===== src/rtl/systolic_ctrl_pkg.sv =====
`default_nettype none
// ============================================================================
//  Module   : systolic_pkg
//  Purpose  : Shared sizes, element/vector/matrix types and controller
//             state encoding for the systolic array and its controller.
//  Revision : 1.0  initial release
// ============================================================================
package systolic_pkg;

  localparam int N         = 4;
  localparam int NUM_BITS  = 8;
  localparam int DRAIN_CYC = 2 * N - 1;

  // Counter widths: beat counter spans 0..N-1, drain counter spans 0..DRAIN_CYC
  localparam int BEAT_W    = (N > 1) ? $clog2(N) : 1;
  localparam int DRAIN_W   = $clog2(DRAIN_CYC + 1);

  typedef logic [NUM_BITS-1:0] elem_t;
  typedef elem_t [N-1:0]       vec_t;
  typedef vec_t  [N-1:0]       mat_t;

  typedef enum logic [2:0] {
    S_IDLE   = 3'd0,
    S_CLEAR  = 3'd1,
    S_STREAM = 3'd2,
    S_DRAIN  = 3'd3,
    S_DONE   = 3'd4
  } ctrl_state_e;

endpackage
`default_nettype wire


===== src/rtl/systolic_ctrl_if.sv =====
`default_nettype none
// ============================================================================
//  Module   : systolic_ctrl_if
//  Purpose  : Host-side bundle of the systolic controller: job start/busy,
//             operand beat handshake and result handshake.
//  Revision : 1.0  initial release
// ============================================================================
interface systolic_ctrl_if;
  import systolic_pkg::*;

  logic start_i;
  logic busy_o;
  logic op_valid_i;
  logic op_ready_o;
  vec_t a_col_i;
  vec_t b_row_i;
  mat_t C_o;
  logic res_valid_o;
  logic res_ready_i;

  // Host side: issues jobs, supplies operands, consumes the result
  modport master (
    output start_i, op_valid_i, a_col_i, b_row_i, res_ready_i,
    input  busy_o, op_ready_o, C_o, res_valid_o
  );

  // Controller side
  modport slave (
    input  start_i, op_valid_i, a_col_i, b_row_i, res_ready_i,
    output busy_o, op_ready_o, C_o, res_valid_o
  );

endinterface
`default_nettype wire


===== src/rtl/systolic_ctrl_skew_lane.sv =====
`default_nettype none
// ============================================================================
//  Module   : skew_lane
//  Purpose  : Fixed-depth delay line for one array edge lane, with a
//             synchronous clear that flushes every stage to zero.
//  Revision : 1.0  initial release
// ============================================================================
module skew_lane #(
  parameter int DEPTH = 1,
  parameter int WIDTH = 8
) (
  input  logic             clk,
  input  logic             rst_n,
  input  logic             clr,
  input  logic [WIDTH-1:0] din,
  output logic [WIDTH-1:0] dout
);

  logic [DEPTH-1:0][WIDTH-1:0] r_pipe;

  // Shift register: stage 0 takes the new sample, the last stage drives the lane
  always_ff @(posedge clk or negedge rst_n) begin
    if (!rst_n) begin
      r_pipe <= '0;
    end else if (clr) begin
      r_pipe <= '0;
    end else begin
      r_pipe[0] <= din;
      for (int k = 1; k < DEPTH; k++) begin
        r_pipe[k] <= r_pipe[k-1];
      end
    end
  end

  assign dout = r_pipe[DEPTH-1];

endmodule
`default_nettype wire


===== src/rtl/systolic_ctrl.sv =====
`default_nettype none
// ============================================================================
//  Module   : systolic_ctrl
//  Purpose  : Job sequencer for the NxN output-stationary systolic array.
//             Clears the accumulators, streams skewed operand beats into the
//             array edges, waits out the drain latency and holds the latched
//             result under a valid/ready handshake.
//  Revision : 1.0  initial release
// ============================================================================
module systolic_ctrl
  import systolic_pkg::*;
(
  input  logic                  clk,
  input  logic                  rst_n,
  systolic_ctrl_if.slave        host,
  output vec_t                  west_o,
  output vec_t                  north_o,
  output logic                  clr_o,
  input  mat_t                  C_i
);

  ctrl_state_e        r_state;
  ctrl_state_e        w_state_nxt;
  logic [BEAT_W-1:0]  r_beat_cnt;
  logic [BEAT_W-1:0]  w_beat_cnt_nxt;
  logic [DRAIN_W-1:0] r_drain_cnt;
  logic [DRAIN_W-1:0] w_drain_cnt_nxt;
  logic               w_latch;
  logic               w_accept;
  logic               w_clr;
  vec_t               w_a_in;
  vec_t               w_b_in;
  mat_t               r_c;

  // A beat is taken only while streaming; op_ready is the STREAM decode
  assign w_accept = (r_state == S_STREAM) && host.op_valid_i;
  assign w_clr    = (r_state == S_CLEAR);

  // Bubbles feed zeros into every lane so stalls stay lane-aligned
  assign w_a_in = w_accept ? host.a_col_i : '0;
  assign w_b_in = w_accept ? host.b_row_i : '0;

  // State and counter registers
  always_ff @(posedge clk or negedge rst_n) begin
    if (!rst_n) begin
      r_state     <= S_IDLE;
      r_beat_cnt  <= '0;
      r_drain_cnt <= '0;
    end else begin
      r_state     <= w_state_nxt;
      r_beat_cnt  <= w_beat_cnt_nxt;
      r_drain_cnt <= w_drain_cnt_nxt;
    end
  end

  // Next-state, counter update and result-latch decision
  always_comb begin
    w_state_nxt     = r_state;
    w_beat_cnt_nxt  = r_beat_cnt;
    w_drain_cnt_nxt = r_drain_cnt;
    w_latch         = 1'b0;
    case (r_state)
      S_IDLE: begin
        if (host.start_i) begin
          w_state_nxt = S_CLEAR;
        end
      end
      S_CLEAR: begin
        w_beat_cnt_nxt  = '0;
        w_drain_cnt_nxt = '0;
        w_state_nxt     = S_STREAM;
      end
      S_STREAM: begin
        if (host.op_valid_i) begin
          if (r_beat_cnt == BEAT_W'(N - 1)) begin
            w_beat_cnt_nxt  = '0;
            w_drain_cnt_nxt = '0;
            w_state_nxt     = S_DRAIN;
          end else begin
            w_beat_cnt_nxt = r_beat_cnt + 1'b1;
          end
        end
      end
      S_DRAIN: begin
        // Counter spans DRAIN_CYC zero-feed cycles; the latch follows on the
        // next edge, once the last diagonal product has reached C_i
        if (r_drain_cnt == DRAIN_W'(DRAIN_CYC)) begin
          w_latch         = 1'b1;
          w_drain_cnt_nxt = '0;
          w_state_nxt     = S_DONE;
        end else begin
          w_drain_cnt_nxt = r_drain_cnt + 1'b1;
        end
      end
      S_DONE: begin
        // A start seen here together with ready is dropped, not queued
        if (host.res_ready_i) begin
          w_state_nxt = S_IDLE;
        end
      end
      default: begin
        w_state_nxt = S_IDLE;
      end
    endcase
  end

  // Result register, loaded once per job and held through DONE
  always_ff @(posedge clk or negedge rst_n) begin
    if (!rst_n) begin
      r_c <= '0;
    end else if (w_latch) begin
      r_c <= C_i;
    end
  end

  // Lane i of each edge is delayed i+1 registers to form the diagonal wavefront
  for (genvar gi = 0; gi < N; gi++) begin : g_lane
    skew_lane #(
      .DEPTH (gi + 1),
      .WIDTH (NUM_BITS)
    ) u_west (
      .clk   (clk),
      .rst_n (rst_n),
      .clr   (w_clr),
      .din   (w_a_in[gi]),
      .dout  (west_o[gi])
    );

    skew_lane #(
      .DEPTH (gi + 1),
      .WIDTH (NUM_BITS)
    ) u_north (
      .clk   (clk),
      .rst_n (rst_n),
      .clr   (w_clr),
      .din   (w_b_in[gi]),
      .dout  (north_o[gi])
    );
  end

  assign clr_o            = w_clr;
  assign host.busy_o      = (r_state != S_IDLE);
  assign host.op_ready_o  = (r_state == S_STREAM);
  assign host.res_valid_o = (r_state == S_DONE);
  assign host.C_o         = r_c;

endmodule
`default_nettype wire

===== src/flat_wrapper.sv =====
// flat-port wrapper written by rule: the top's interface ports become plain ports
module systolic_ctrl_flat import systolic_pkg::*;
  (clk, rst_n, west_o, north_o, clr_o, C_i, host_start_i, host_op_valid_i, host_a_col_i, host_b_row_i, host_res_ready_i, host_busy_o, host_op_ready_o, host_C_o, host_res_valid_o);
  systolic_ctrl_if host_i ();
  input  logic clk;
  input  logic rst_n;
  output vec_t west_o;
  output vec_t north_o;
  output logic clr_o;
  input  mat_t C_i;
  input wire logic [$bits(host_i.start_i)-1:0] host_start_i;
  input wire logic [$bits(host_i.op_valid_i)-1:0] host_op_valid_i;
  input wire logic [$bits(host_i.a_col_i)-1:0] host_a_col_i;
  input wire logic [$bits(host_i.b_row_i)-1:0] host_b_row_i;
  input wire logic [$bits(host_i.res_ready_i)-1:0] host_res_ready_i;
  output wire logic [$bits(host_i.busy_o)-1:0] host_busy_o;
  output wire logic [$bits(host_i.op_ready_o)-1:0] host_op_ready_o;
  output wire logic [$bits(host_i.C_o)-1:0] host_C_o;
  output wire logic [$bits(host_i.res_valid_o)-1:0] host_res_valid_o;
  assign host_i.start_i = host_start_i;
  assign host_i.op_valid_i = host_op_valid_i;
  assign host_i.a_col_i = host_a_col_i;
  assign host_i.b_row_i = host_b_row_i;
  assign host_i.res_ready_i = host_res_ready_i;
  assign host_busy_o = host_i.busy_o;
  assign host_op_ready_o = host_i.op_ready_o;
  assign host_C_o = host_i.C_o;
  assign host_res_valid_o = host_i.res_valid_o;
  systolic_ctrl u_core (.clk(clk), .rst_n(rst_n), .host(host_i), .west_o(west_o), .north_o(north_o), .clr_o(clr_o), .C_i(C_i));
endmodule

===== config.mk =====
export PLATFORM = sky130hd
export DESIGN_NAME = systolic_ctrl_flat
export DESIGN_NICKNAME = d
export VERILOG_FILES = /design/src/rtl/systolic_ctrl_pkg.sv /design/src/rtl/systolic_ctrl_if.sv /design/src/rtl/systolic_ctrl_skew_lane.sv /design/src/rtl/systolic_ctrl.sv /design/src/flat_wrapper.sv
export SDC_FILE = /design/constraint.sdc
export NUM_CORES = 1
export LEC_CHECK = 0
export BUFFER_PORTS_ARGS = -buffer_cell sky130_fd_sc_hd__buf_4
export CAP_MARGIN = 20
export CORE_UTILIZATION = 30
export DETAILED_ROUTE_END_ITERATION = 6
export SLEW_MARGIN = 20
export SYNTH_ARGS = -nofsm -noshare
export SYNTH_HDL_FRONTEND = slang
export SYNTH_SLANG_ARGS = --single-unit

===== constraint.sdc =====
create_clock -name clk -period 4.5 [get_ports clk]
set_input_delay 0.9 -clock clk [delete_from_list [all_inputs] [get_ports clk]]
set_output_delay 0.9 -clock clk [all_outputs]
set_load 0.03 [all_outputs]

==> flow_metrics.tcl <==
set metrics [dict create \
    synthMuxAreaShare_pct 16.5 \
    worst_hold_path_type "in -> async" \
    cts_tree "yes" \
    multi_input_area_sq_um 3090 \
    floorplan.initialDensity_pct 30.6 \
    crit_buf_inv 1 \
    cts_num_sinks 296 \
    wirelength_mm 25.0 \
    dp_hpwl_mm 17.1 \
    grt_pass1_vias 6702 \
    route.detailed.drc 0 \
    diodes 0 \
    yosys_register_bits 296 \
    slew_viol_final 0 \
    syn_inst 696 \
    vdd_ir_drop_max_mv 0.435 \
    p_total_w 0.0112 \
    cts_made_buffers 35 \
    critical_path_arrival_ns 1.65 \
    vias 6290 \
    seqCellArea_sq_um 7410 \
    insertion_delay_ns 0.53 \
    p_per_area_nw_per_um2 732 \
    fin_crit_ns 2.55 \
    finalCritPeriodShare_pct 56.6 \
    dr.pass1.iters 6 \
    drt_first_iter_violations 165 \
    synth_simple_gate_area_share_pct 10.1 \
    viasPerCell 4.07 \
    grt_first_pass_wirelength_mm 38.4 \
    die_w_um 195 \
    synthAdderAreaFrac_pct 0.336 \
    finalNetCount 1251 \
    drive_gt1_share_pct 55.0 \
    crit_path_end_kind "primary output" \
    synth_compound_area_share_pct 0.593 \
    synth_nets 896 \
    ys_types 31 \
    top_level_ports 393 \
    synthXorXnorAreaFrac_pct 0 \
    die_height_um 195 \
    cts_max_level 2 \
    p_leak_nw 8.05 \
    fillers 3413 \
    final_area_sq_um 15300 \
    core-area_sq_um 36600 \
    port_buffers 392 \
    ant_nets 0 \
    ys_warn_count 0 \
    path_clk_slew_ns 0.06 \
    slowest_delay_ns 0.50 \
    detail_route.wl_per_cell_um 16.2 \
    worst_clock_skew_ns 0.0240 \
    grt_setup_unrepaired "no" \
    critical_path_required_ns 3.60 \
    cts.repair.resized 0 \
    synth_top_family_by_area "multiplexers" \
    ys_async_sr_fraction_pct 100 \
    slowest_stage "dfrtp_1" \
    clock_path_buffers 3 \
    cts_setup_buffers 0 \
    path_class "reg -> out" \
    overflow 0 \
    placedInstanceArea_sq_um 14100 \
    path_delay_family "flip-flops" \
    fmax_mhz 392 \
    gp_congestion 0.784 \
    grt_start_max_net_pins 107 \
    antenna_found_initial 0 \
    status "finished clean" \
    cts_hold_buf 0 \
    setup_tns_ns 0 \
    yosysSeqAreaShare_pct 66.2 \
    synth_edf_count 0 \
    synth_area_per_cell_sq_um 16.1 \
    synth_top_flop_cell "dfrtp_1" \
    syn2layout_area_growth_pct 36.8 \
    start_kind "flip-flop" \
    die_area_sq_um 38100 \
    cts_root_buffer "clkbuf_16" \
    cp_max_fo 11 \
    slew_headroom_pct 33.3 \
    setup_viol 0 \
    drv_cap 0 \
    worst_pin_slew_ns 1.00 \
    fp-row-count 70 \
    hold_viol_final 0 \
    path_cells "or3_1 -> buf_4" \
    grt_usage_pct 13.1 \
    synth_area_sq_um 11200 \
]
-- cell usage in the layout, fill, tap and decap left out --
cell type   instances
clkbuf_16          36
mux2_4            109
nor3_1              1
nand2_8             1
buf_4             397
ha_1                3
and3b_4             1
inv_6               1
nor2_1              4
inv_1               2
clkbuf_1            4
mux2_2             19
nand2_1             1
o21ai_0             1
or3_1               1
nand4b_1            1
nor3b_1             2
buf_12              2
a22o_1              5
clkbuf_8           10
and4bb_2            1
clkinv_8            1
and2_1             64
a21oi_1             1
buf_8               1
clkinv_2            5
or2_2               1
nor3b_4             1
clkinv_4            3
and2b_1             7
a31oi_1             2
clkinvlp_4          2
and3_1              1
bufinv_16           1
nor2b_1            89
dfrtp_1           296
-- state kept, by name, indices dropped and copies added (netlist names) --
name                          cells
u_core.g_lane.u_north.dout       32
u_core.g_lane.u_north.r_pipe     48
u_core.g_lane.u_west.dout        32
u_core.g_lane.u_west.r_pipe      48
u_core.host.C_o                 128
u_core.r_beat_cnt                 2
u_core.r_drain_cnt                3
u_core.r_state                    3
-- cells by family after synthesis --
group,after synthesis
buf+inv,84
mux,128
simple gates,176
compound gates,9
flops,296
fa+ha+maj,3
-- layout make-up --
cell class / count / share of cell area, %
Tap cell: 468 / 3.83
Timing Repair Buffer: 400 / 19.8
Sequential cell: 296 / 48.4
Multi-Input combinational cell: 316 / 20.2
Clock buffer: 50 / 6.88
Clock inverter: 13 / 0.793
Inverter: 2 / 0.0491
-- power breakdown --
group / internal [W] / total, W / switching [W] / leakage, nW
logic: 0.00198 / 0.00433 / 0.00235 / 3.74
clock network: 0.00170 / 0.00282 / 0.00112 / 0.578
registers: 0.00359 / 0.00406 / 0.000471 / 3.73
-- worst reg2reg max path, cell delays in order (launching register included) --
cell	delay, ns
dfrtp_1	0.40
ha_1	0.21
ha_1	0.29
nand2_8	0.56
buf_4	0.55
mux2_4	0.34
-- synth_stat cells, types with 2 or more instances --
master    instances  area [sq um]
dfrtp_1         296          7410
mux2_4          109          1640
nor2b_1          89           557
and2_1           64           400
buf_4            49           368
mux2_2           19           214
clkbuf_1         15          56.3
buf_12           10           200
and2b_1           7          52.6
a22o_1            5          43.8
buf_2             4          20.0
nor2_1            4          15.0
ha_1              3          37.5
a31oi_1           2          12.5
buf_6             2          22.5
inv_1             2          7.51
nor3b_1           2          15.0
-- path summary, 6_finish.rpt --
path / from / to / slack [ns] / cells after the start
worst max-delay path: u_core.r_state[1] / host_busy_o / 1.95 / 2
worst min-delay path: rst_n / u_core.g_lane[0].u_north.dout[2] / 0.37 / 1
worst max register to register: u_core.r_drain_cnt[0] / u_core.host.C_o[80] / 2.02 / 5
worst min register to register: u_core.g_lane[2].u_west.r_pipe[10] / u_core.g_lane[2].u_west.dout[2] / 0.45 / 1
max in group asynchronous: rst_n / u_core.host.C_o[113] / 3.06 / 2
min in group clk: u_core.g_lane[2].u_west.r_pipe[10] / u_core.g_lane[2].u_west.dout[2] / 0.45 / 1
-- per-stage QoR --
stage | worst slack [ns] | instances | hold WS, ns | util (%)
after floorplan | 2.33 | 696 | 0.433 | -
after global placement | 2.09 | 1482 | 0.441 | 38.6
after detailed placement | 2.02 | 1482 | 0.446 | 38.6
after CTS | 1.91 | 1545 | 0.409 | 41.8
after global routing | 1.87 | 1545 | 0.423 | 41.8
final | 1.95 | 1545 | 0.368 | 41.8
-- layer usage --
metal	share of wire (%)	up-vias	track usage [%]
met5	0	-	0
met4	3.7	0	6.71
met3	7.0	57	4.06
met2	50	212	21.3
met1	40	3107	15.5
li1	-	2914	-
(Power assumes the default switching activity.)
